$ cat config.mk
export PLATFORM = sky130hd
export DESIGN_NAME = sprite_print_engine
export DESIGN_NICKNAME = d
export VERILOG_FILES = /design/src/rtl/print_pkg.sv /design/src/rtl/print_frame_stats.sv /design/src/rtl/sprite_print_engine.sv
export SDC_FILE = /design/constraint.sdc
export NUM_CORES = 1
export LEC_CHECK = 0
export BUFFER_PORTS_ARGS = -buffer_cell sky130_fd_sc_hd__buf_2
export CAP_MARGIN = 10
export CORE_ASPECT_RATIO = 2
export CORE_UTILIZATION = 53
export DETAILED_ROUTE_END_ITERATION = 16
export HOLD_SLACK_MARGIN = 0.06
export PLACE_DENSITY = 0.95
export SLEW_MARGIN = 0
export SYNTH_ARGS = -nofsm -noshare
export SYNTH_HDL_FRONTEND = slang
export SYNTH_SLANG_ARGS = --single-unit
$ cat constraint.sdc
create_clock -name clk -period 3.8 [get_ports clk]
set_input_delay 0.19 -clock clk [delete_from_list [all_inputs] [get_ports clk]]
set_output_delay 0.19 -clock clk [all_outputs]
set_load 0.1 [all_outputs]
$ cat src/rtl/print_pkg.sv
// ---------------------------------------------------------------------------
// print_pkg
// Shared types and helpers for the sprite print engine.
//   state_t          : print FSM state encoding
//   DEF_BG_CODE      : default "no sprite, background" compare code
//   bg_addr_default  : default background-colour address (top of memory)
//   sat_inc16        : 16-bit saturating increment
// ---------------------------------------------------------------------------
package print_pkg;

    typedef enum logic [1:0] {
        IDLE   = 2'd0,
        WAIT   = 2'd1,
        BG     = 2'd2,
        SPRITE = 2'd3
    } state_t;

    localparam int unsigned DEF_BG_CODE = 1;
    localparam int unsigned DEF_ADDR_W  = 14;

    // Background colour lives in the last word of sprite memory.
    function automatic int unsigned bg_addr_default(input int unsigned aw);
        return (32'd1 << aw) - 32'd1;
    endfunction

    function automatic logic [15:0] sat_inc16(input logic [15:0] v);
        return (v == 16'hFFFF) ? v : v + 16'd1;
    endfunction

endpackage

$ cat src/rtl/print_frame_stats.sv
// ---------------------------------------------------------------------------
// print_frame_stats
// Per-frame status: sticky sprite-abort flag and saturating sprite counter,
// both cleared at the first blank line.
//   clk, reset        : clock, async active-high reset
//   i_sprite_start    : a sprite line is starting this cycle
//   i_sprite_abort    : a streaming sprite is being aborted this cycle
//   i_frame_start     : first blank line (frame boundary)
//   o_overrun         : sticky, a sprite was aborted this frame
//   o_sprite_count    : sprites started this frame, saturating
// ---------------------------------------------------------------------------
module print_frame_stats
    import print_pkg::*;
(
    input  logic        clk,
    input  logic        reset,
    input  logic        i_sprite_start,
    input  logic        i_sprite_abort,
    input  logic        i_frame_start,
    output logic        o_overrun,
    output logic [15:0] o_sprite_count
);

    logic        r_overrun;
    logic [15:0] r_sprite_count;

    // A sprite starting on the boundary cycle belongs to the new frame.
    always_ff @(posedge clk or posedge reset) begin
        if (reset) begin
            r_overrun      <= 1'b0;
            r_sprite_count <= 16'd0;
        end else if (i_frame_start) begin
            r_overrun      <= i_sprite_abort;
            r_sprite_count <= i_sprite_start ? 16'd1 : 16'd0;
        end else begin
            if (i_sprite_abort) begin
                r_overrun <= 1'b1;
            end
            if (i_sprite_start) begin
                r_sprite_count <= sat_inc16(r_sprite_count);
            end
        end
    end

    assign o_overrun      = r_overrun;
    assign o_sprite_count = r_sprite_count;

endmodule

$ cat src/rtl/sprite_print_engine.sv
// ---------------------------------------------------------------------------
// sprite_print_engine
// Samples the VGA coordinate in the active area, issues a compare to the
// sprite register bank, waits CMP_LAT cycles, then either fetches the
// background colour or streams one sprite line under out_ready back-pressure.
//   clk, reset        : clock, async active-high reset
//   i_active_area     : monitor in visible region
//   i_pixel_x/y       : current column / row
//   i_data_reg        : compare result, valid CMP_LAT cycles after check_valid
//   i_out_ready       : downstream accepts the current beat
//   o_check_value     : {pixel_x, pixel_y} for compare
//   o_check_valid     : one-cycle compare strobe
//   o_memory_address  : background fetch address
//   o_mem_rd          : background fetch strobe
//   o_sprite_datas    : latched sprite descriptor
//   o_sprite_on       : sprite line streaming
//   o_sprite_col      : column index within sprite line
//   o_printing        : pixel_y < V_ACTIVE
//   o_overrun         : sticky, sprite aborted this frame
//   o_sprite_count    : sprites started this frame, saturating
// ---------------------------------------------------------------------------
module sprite_print_engine
    import print_pkg::*;
#(
    parameter int unsigned X_W        = 10,
    parameter int unsigned Y_W        = 10,
    parameter int unsigned ADDR_W     = DEF_ADDR_W,
    parameter int unsigned DATA_W     = 32,
    parameter int unsigned SPRITE_LEN = 20,
    parameter int unsigned CMP_LAT    = 1,
    parameter int unsigned BG_HOLD    = 2,
    parameter int unsigned BG_CODE    = DEF_BG_CODE,
    parameter int unsigned BG_ADDR    = bg_addr_default(ADDR_W),
    parameter int unsigned V_ACTIVE   = 480
) (
    input  logic                 clk,
    input  logic                 reset,
    input  logic                 i_active_area,
    input  logic [X_W-1:0]       i_pixel_x,
    input  logic [Y_W-1:0]       i_pixel_y,
    input  logic [DATA_W-1:0]    i_data_reg,
    input  logic                 i_out_ready,
    output logic [X_W+Y_W-1:0]   o_check_value,
    output logic                 o_check_valid,
    output logic [ADDR_W-1:0]    o_memory_address,
    output logic                 o_mem_rd,
    output logic [DATA_W-1:0]    o_sprite_datas,
    output logic                 o_sprite_on,
    output logic [7:0]           o_sprite_col,
    output logic                 o_printing,
    output logic                 o_overrun,
    output logic [15:0]          o_sprite_count
);

    localparam int unsigned WAIT_W = 3;
    localparam int unsigned HOLD_W = 4;

    state_t                r_state;
    logic [WAIT_W-1:0]     r_wait;
    logic [HOLD_W-1:0]     r_hold;
    logic [X_W+Y_W-1:0]    r_check_value;
    logic                  r_check_valid;
    logic [ADDR_W-1:0]     r_memory_address;
    logic                  r_mem_rd;
    logic [DATA_W-1:0]     r_sprite_datas;
    logic                  r_sprite_on;
    logic [7:0]            r_sprite_col;
    logic                  r_printing;

    logic                  w_data_ready;
    logic                  w_is_bg;
    logic                  w_sprite_start;
    logic                  w_sprite_abort;
    logic                  w_frame_start;

    // The wait count runs CMP_LAT..0, so data_reg is sampled CMP_LAT cycles
    // after the cycle in which check_valid was visible.
    assign w_data_ready   = (r_state == WAIT) && i_active_area && (r_wait == '0);
    assign w_is_bg        = (i_data_reg == DATA_W'(BG_CODE));
    assign w_sprite_start = w_data_ready && !w_is_bg;
    assign w_sprite_abort = (r_state == SPRITE) && !i_active_area;
    assign w_frame_start  = (i_pixel_y == Y_W'(V_ACTIVE));

    // Print FSM with registered outputs.
    always_ff @(posedge clk or posedge reset) begin
        if (reset) begin
            r_state          <= IDLE;
            r_wait           <= '0;
            r_hold           <= '0;
            r_check_value    <= '0;
            r_check_valid    <= 1'b0;
            r_memory_address <= '0;
            r_mem_rd         <= 1'b0;
            r_sprite_datas   <= '0;
            r_sprite_on      <= 1'b0;
            r_sprite_col     <= 8'd0;
            r_printing       <= 1'b0;
        end else begin
            r_check_valid <= 1'b0;
            r_mem_rd      <= 1'b0;
            r_printing    <= (i_pixel_y < Y_W'(V_ACTIVE));

            case (r_state)
                IDLE: begin
                    if (i_active_area) begin
                        r_check_value <= {i_pixel_x, i_pixel_y};
                        r_check_valid <= 1'b1;
                        r_wait        <= WAIT_W'(CMP_LAT);
                        r_state       <= WAIT;
                    end
                end

                WAIT: begin
                    if (!i_active_area) begin
                        r_state <= IDLE;
                    end else if (r_wait == '0) begin
                        if (w_is_bg) begin
                            r_memory_address <= ADDR_W'(BG_ADDR);
                            r_mem_rd         <= 1'b1;
                            r_hold           <= '0;
                            r_state          <= BG;
                        end else begin
                            r_sprite_datas <= i_data_reg;
                            r_sprite_col   <= 8'd0;
                            r_sprite_on    <= 1'b1;
                            r_state        <= SPRITE;
                        end
                    end else begin
                        r_wait <= r_wait - WAIT_W'(1);
                    end
                end

                BG: begin
                    if (!i_active_area) begin
                        r_state <= IDLE;
                    end else if (i_out_ready) begin
                        if (r_hold == HOLD_W'(BG_HOLD - 1)) begin
                            r_state <= IDLE;
                        end else begin
                            r_hold <= r_hold + HOLD_W'(1);
                        end
                    end
                end

                SPRITE: begin
                    if (!i_active_area) begin
                        r_sprite_on <= 1'b0;
                        r_state     <= IDLE;
                    end else if (i_out_ready) begin
                        if (r_sprite_col == 8'(SPRITE_LEN - 1)) begin
                            r_sprite_on <= 1'b0;
                            r_state     <= IDLE;
                        end else begin
                            r_sprite_col <= r_sprite_col + 8'd1;
                        end
                    end
                end

                default: r_state <= IDLE;
            endcase
        end
    end

    print_frame_stats u_stats (
        .clk            (clk),
        .reset          (reset),
        .i_sprite_start (w_sprite_start),
        .i_sprite_abort (w_sprite_abort),
        .i_frame_start  (w_frame_start),
        .o_overrun      (o_overrun),
        .o_sprite_count (o_sprite_count)
    );

    assign o_check_value    = r_check_value;
    assign o_check_valid    = r_check_valid;
    assign o_memory_address = r_memory_address;
    assign o_mem_rd         = r_mem_rd;
    assign o_sprite_datas   = r_sprite_datas;
    assign o_sprite_on      = r_sprite_on;
    assign o_sprite_col     = r_sprite_col;
    assign o_printing       = r_printing;

endmodule
==> results.yml <==
detailed_routing:
  drtPass1Iterations: 5
  ant_nets: 0
  drt_wl_total_mm: 11.3
  vias: 3938
  wire_per_inst_um: 16.7
  drtIter0Drc: 491
  vias_per_cell: 5.82
  drc: 0
logic_synthesis:
  synth_seq_cells: 91
  seq_area_frac_synth: 0.546
  syn-num-nets: 487
  synth-compound-area-share: 0.0899
  synth.mux.area_fraction: 0.0612
  synth-xor-area-share: 0.00629
  synth_edf_count: 0
  yosysWarningCount: 0
  synthFlopType: "dfrtp_1"
  syn_area_per_cell_um2: 9.82
  async_reset_ff_frac: 1.00
  synth_cells: 425
  synth_area_mm2: 0.00417
  synth_top_family_by_area: "simple AND/OR/NAND/NOR gates"
  synth.distinct_cells: 44
  synth_simple_gate_area_frac: 0.239
  synthAdderAreaFrac: 0.0180
setup_path:
  crit_fanout: 8
  ff2ff_setup_slack_ns: 1.36
  cp.required_ns: 4.04
  cp.arrival_ns: 2.84
  reg2reg_depth: 6
  cp-endpoint: "o_sprite_col[5]"
  startpoint_type: "input port"
  reg2reg_to: "o_sprite_col[5]"
  r2r-start: "o_sprite_col[0]"
  cp-end-kind: "flop"
  critPathLaunch: "i_data_reg[10]"
  timing_worst_setup_path_type: "in -> reg"
sta:
  relSlewSlack: 0.385
  fin_crit_sh: 0.683
  rsz0062_at_grt: "no"
  tightest_slew_ns: 0.919
  max_freq_ghz: 0.385
  fin_skew_ns: 0.00614
  final_period_minus_worst_setup_slack_ns: 2.59
  setup_viol: 0
  tns_ns: 0
  holdWs_ns: 0.0744
  layout_setup_ws_ns: 1.21
  hold_viol: 0
  drv_slew: 0
floorplanning:
  die_area_mm2: 0.00826
  rows: 45
  die-width_um: 64.8
  core_area_mm2: 0.00760
  initial_utilization: 0.549
  io_pins: 151
  die_y_um: 128
grt:
  antenna_found_initial: 0
  grt_max_degree: 53
  grt_pass1_wl_mm: 18.3
  track_usage: 0.290
  grt_pass1_vias: 3947
  overflow: 0
placed_design:
  hpwl_mm: 8.00
  gp_congestion: 0.859
  numPortBuffers: 150
  pre_cts_ws_ns: 1.41
  place_inst: 648
clocking:
  cts-buffers-inserted: 9
  cts_tree: "done"
  clockBufferDepth: 2
  clock-sinks: 91
  cts-resized-gates: 0
  htreeDepth: 3
  path_clk_slew_ns: 0.06
  clk_latency_ns: 0.34
  cts_setup_buffers: 0
  clockRootBuffer: "clkbuf_16"
finish:
  drive_gt1_frac: 0.336
  fin_nets: 640
  diodes: 0
  fill_cells: 585
  multiInputGateArea_mm2: 0.00174
  area_growth_pct: 28.5
  seqCellArea_mm2: 0.00228
  fin_cells: 677
min_path:
  hp-class: "in -> reg"
flow_run:
  drv_cap: 0
run_status:
  status: "completed"
==> timing repair <==
| action | CTS | global route |
|---|---|---|
| endpoints found under the setup margin | 0 | 0 |
| hold buffers | 13 | 0 |
| endpoints found under the hold margin | 63 | 0 |
==> area by class of cell <==
type                            count  share of cell area
Tap cell                           94              0.0219
Clock buffer                       12              0.0459
Sequential cell                    91               0.424
Timing Repair Buffer              167               0.170
Multi-Input combinational cell    302               0.323
Inverter                            7             0.00513
Clock inverter                      4             0.00933
==> worst min path at each step <==
| stage | to | slack, ns | cells after the start | startpoint |
|---|---|---|---|---|
| 5_1_grt | o_sprite_datas[13] | 0.07 | 3 | i_data_reg[13] |
| 3_3_place_gp | o_sprite_datas[4] | 0.38 | 2 | reset |
| 4_1_cts | o_sprite_datas[27] | 0.06 | 3 | i_data_reg[27] |
| 3_5_place_dp | o_printing | 0.39 | 2 | i_pixel_y[9] |
| 6_report | o_sprite_datas[27] | 0.07 | 3 | i_data_reg[27] |
| 2_1_floorplan | o_printing | 0.26 | 1 | i_pixel_y[9] |
==> metrics by stage <==
stage               area [µm²]   util
floorplan                 4170      -
global placement          4940  0.650
detailed placement        4940  0.650
CTS                       5370  0.706
global route              5370  0.706
finish                    5370  0.706
==> worst max-delay path: stages <==
cell,delay [ns]
dlygate4sd3_1,0.57
buf_2,0.14
nor4_1,0.41
nand4_1,0.29
o32ai_1,0.87
o21ai_0,0.23
o21ai_0,0.14
==> per-layer routing <==
layer	vias up	GRT usage	part of all wire
li1	1772	-	-
met1	1912	0.309	0.35
met2	211	0.503	0.55
met3	43	0.0527	0.053
met4	0	0.196	0.046
met5	-	0	0
==> state kept, by name, indices dropped and copies added, names as in the netlist, 2 cells and up <==
signal / flops
r_wait: 3
o_sprite_col: 8
r_state: 2
o_check_value: 20
o_sprite_datas: 32
u_stats.o_sprite_count: 16
r_hold: 4
==> cell usage in the layout, fill, tap and decap left out, types with 3 or more instances in the layout <==
| cell type | instances |
|---|---|
| a21oi_1 | 12 |
| and3_1 | 4 |
| and4_1 | 3 |
| buf_2 | 150 |
| buf_4 | 4 |
| clkbuf_16 | 9 |
| dfrtp_1 | 91 |
| dlygate4sd3_1 | 13 |
| ha_1 | 6 |
| inv_1 | 6 |
| mux2_2 | 20 |
| mux2i_1 | 3 |
| nand2_1 | 123 |
| nand2b_1 | 3 |
| nand3_1 | 12 |
| nand3b_1 | 3 |
| nand4_1 | 8 |
| nor2_1 | 18 |
| nor4_1 | 10 |
| nor4b_1 | 4 |
| o211ai_1 | 4 |
| o21ai_0 | 19 |
| o22ai_1 | 3 |
| o31ai_1 | 8 |
| or4_1 | 11 |
==> Yosys cell counts (3+ instances only) <==
cell / n / area (µm²)
ha_1: 6 / 75.1
and4_1: 3 / 26.3
clkbuf_1: 10 / 37.5
nand3_1: 12 / 60.1
nor4b_1: 4 / 35.0
o211ai_1: 4 / 30.0
mux2_2: 20 / 225
buf_4: 13 / 97.6
nand4_1: 8 / 50.1
o22ai_1: 3 / 18.8
nand2b_1: 3 / 18.8
nand3b_1: 3 / 22.5
inv_1: 7 / 26.3
nor2_1: 18 / 67.6
a21oi_1: 13 / 65.1
o31ai_1: 8 / 60.1
mux2i_1: 3 / 30.0
dfrtp_1: 91 / 2280
nor4_1: 10 / 62.6
o21ai_0: 19 / 95.1
and3_1: 4 / 25.0
or4_1: 11 / 82.6
nand2_1: 123 / 462
==> cell families (layout without fill, tap and decap cells) <==
group | Yosys count | after routing
AND/OR/NAND/NOR | 210 | 210
flip-flops | 91 | 91
AO/OA/AOI/OAI | 60 | 60
buffers and inverters | 32 | 190
multiplexers | 23 | 23
adder cells (fa/ha/maj) | 6 | 6
XOR/XNOR | 3 | 3
Power is not shown: default switching activity piles up to over one toggle a cycle in this logic, so the estimate is an artifact.
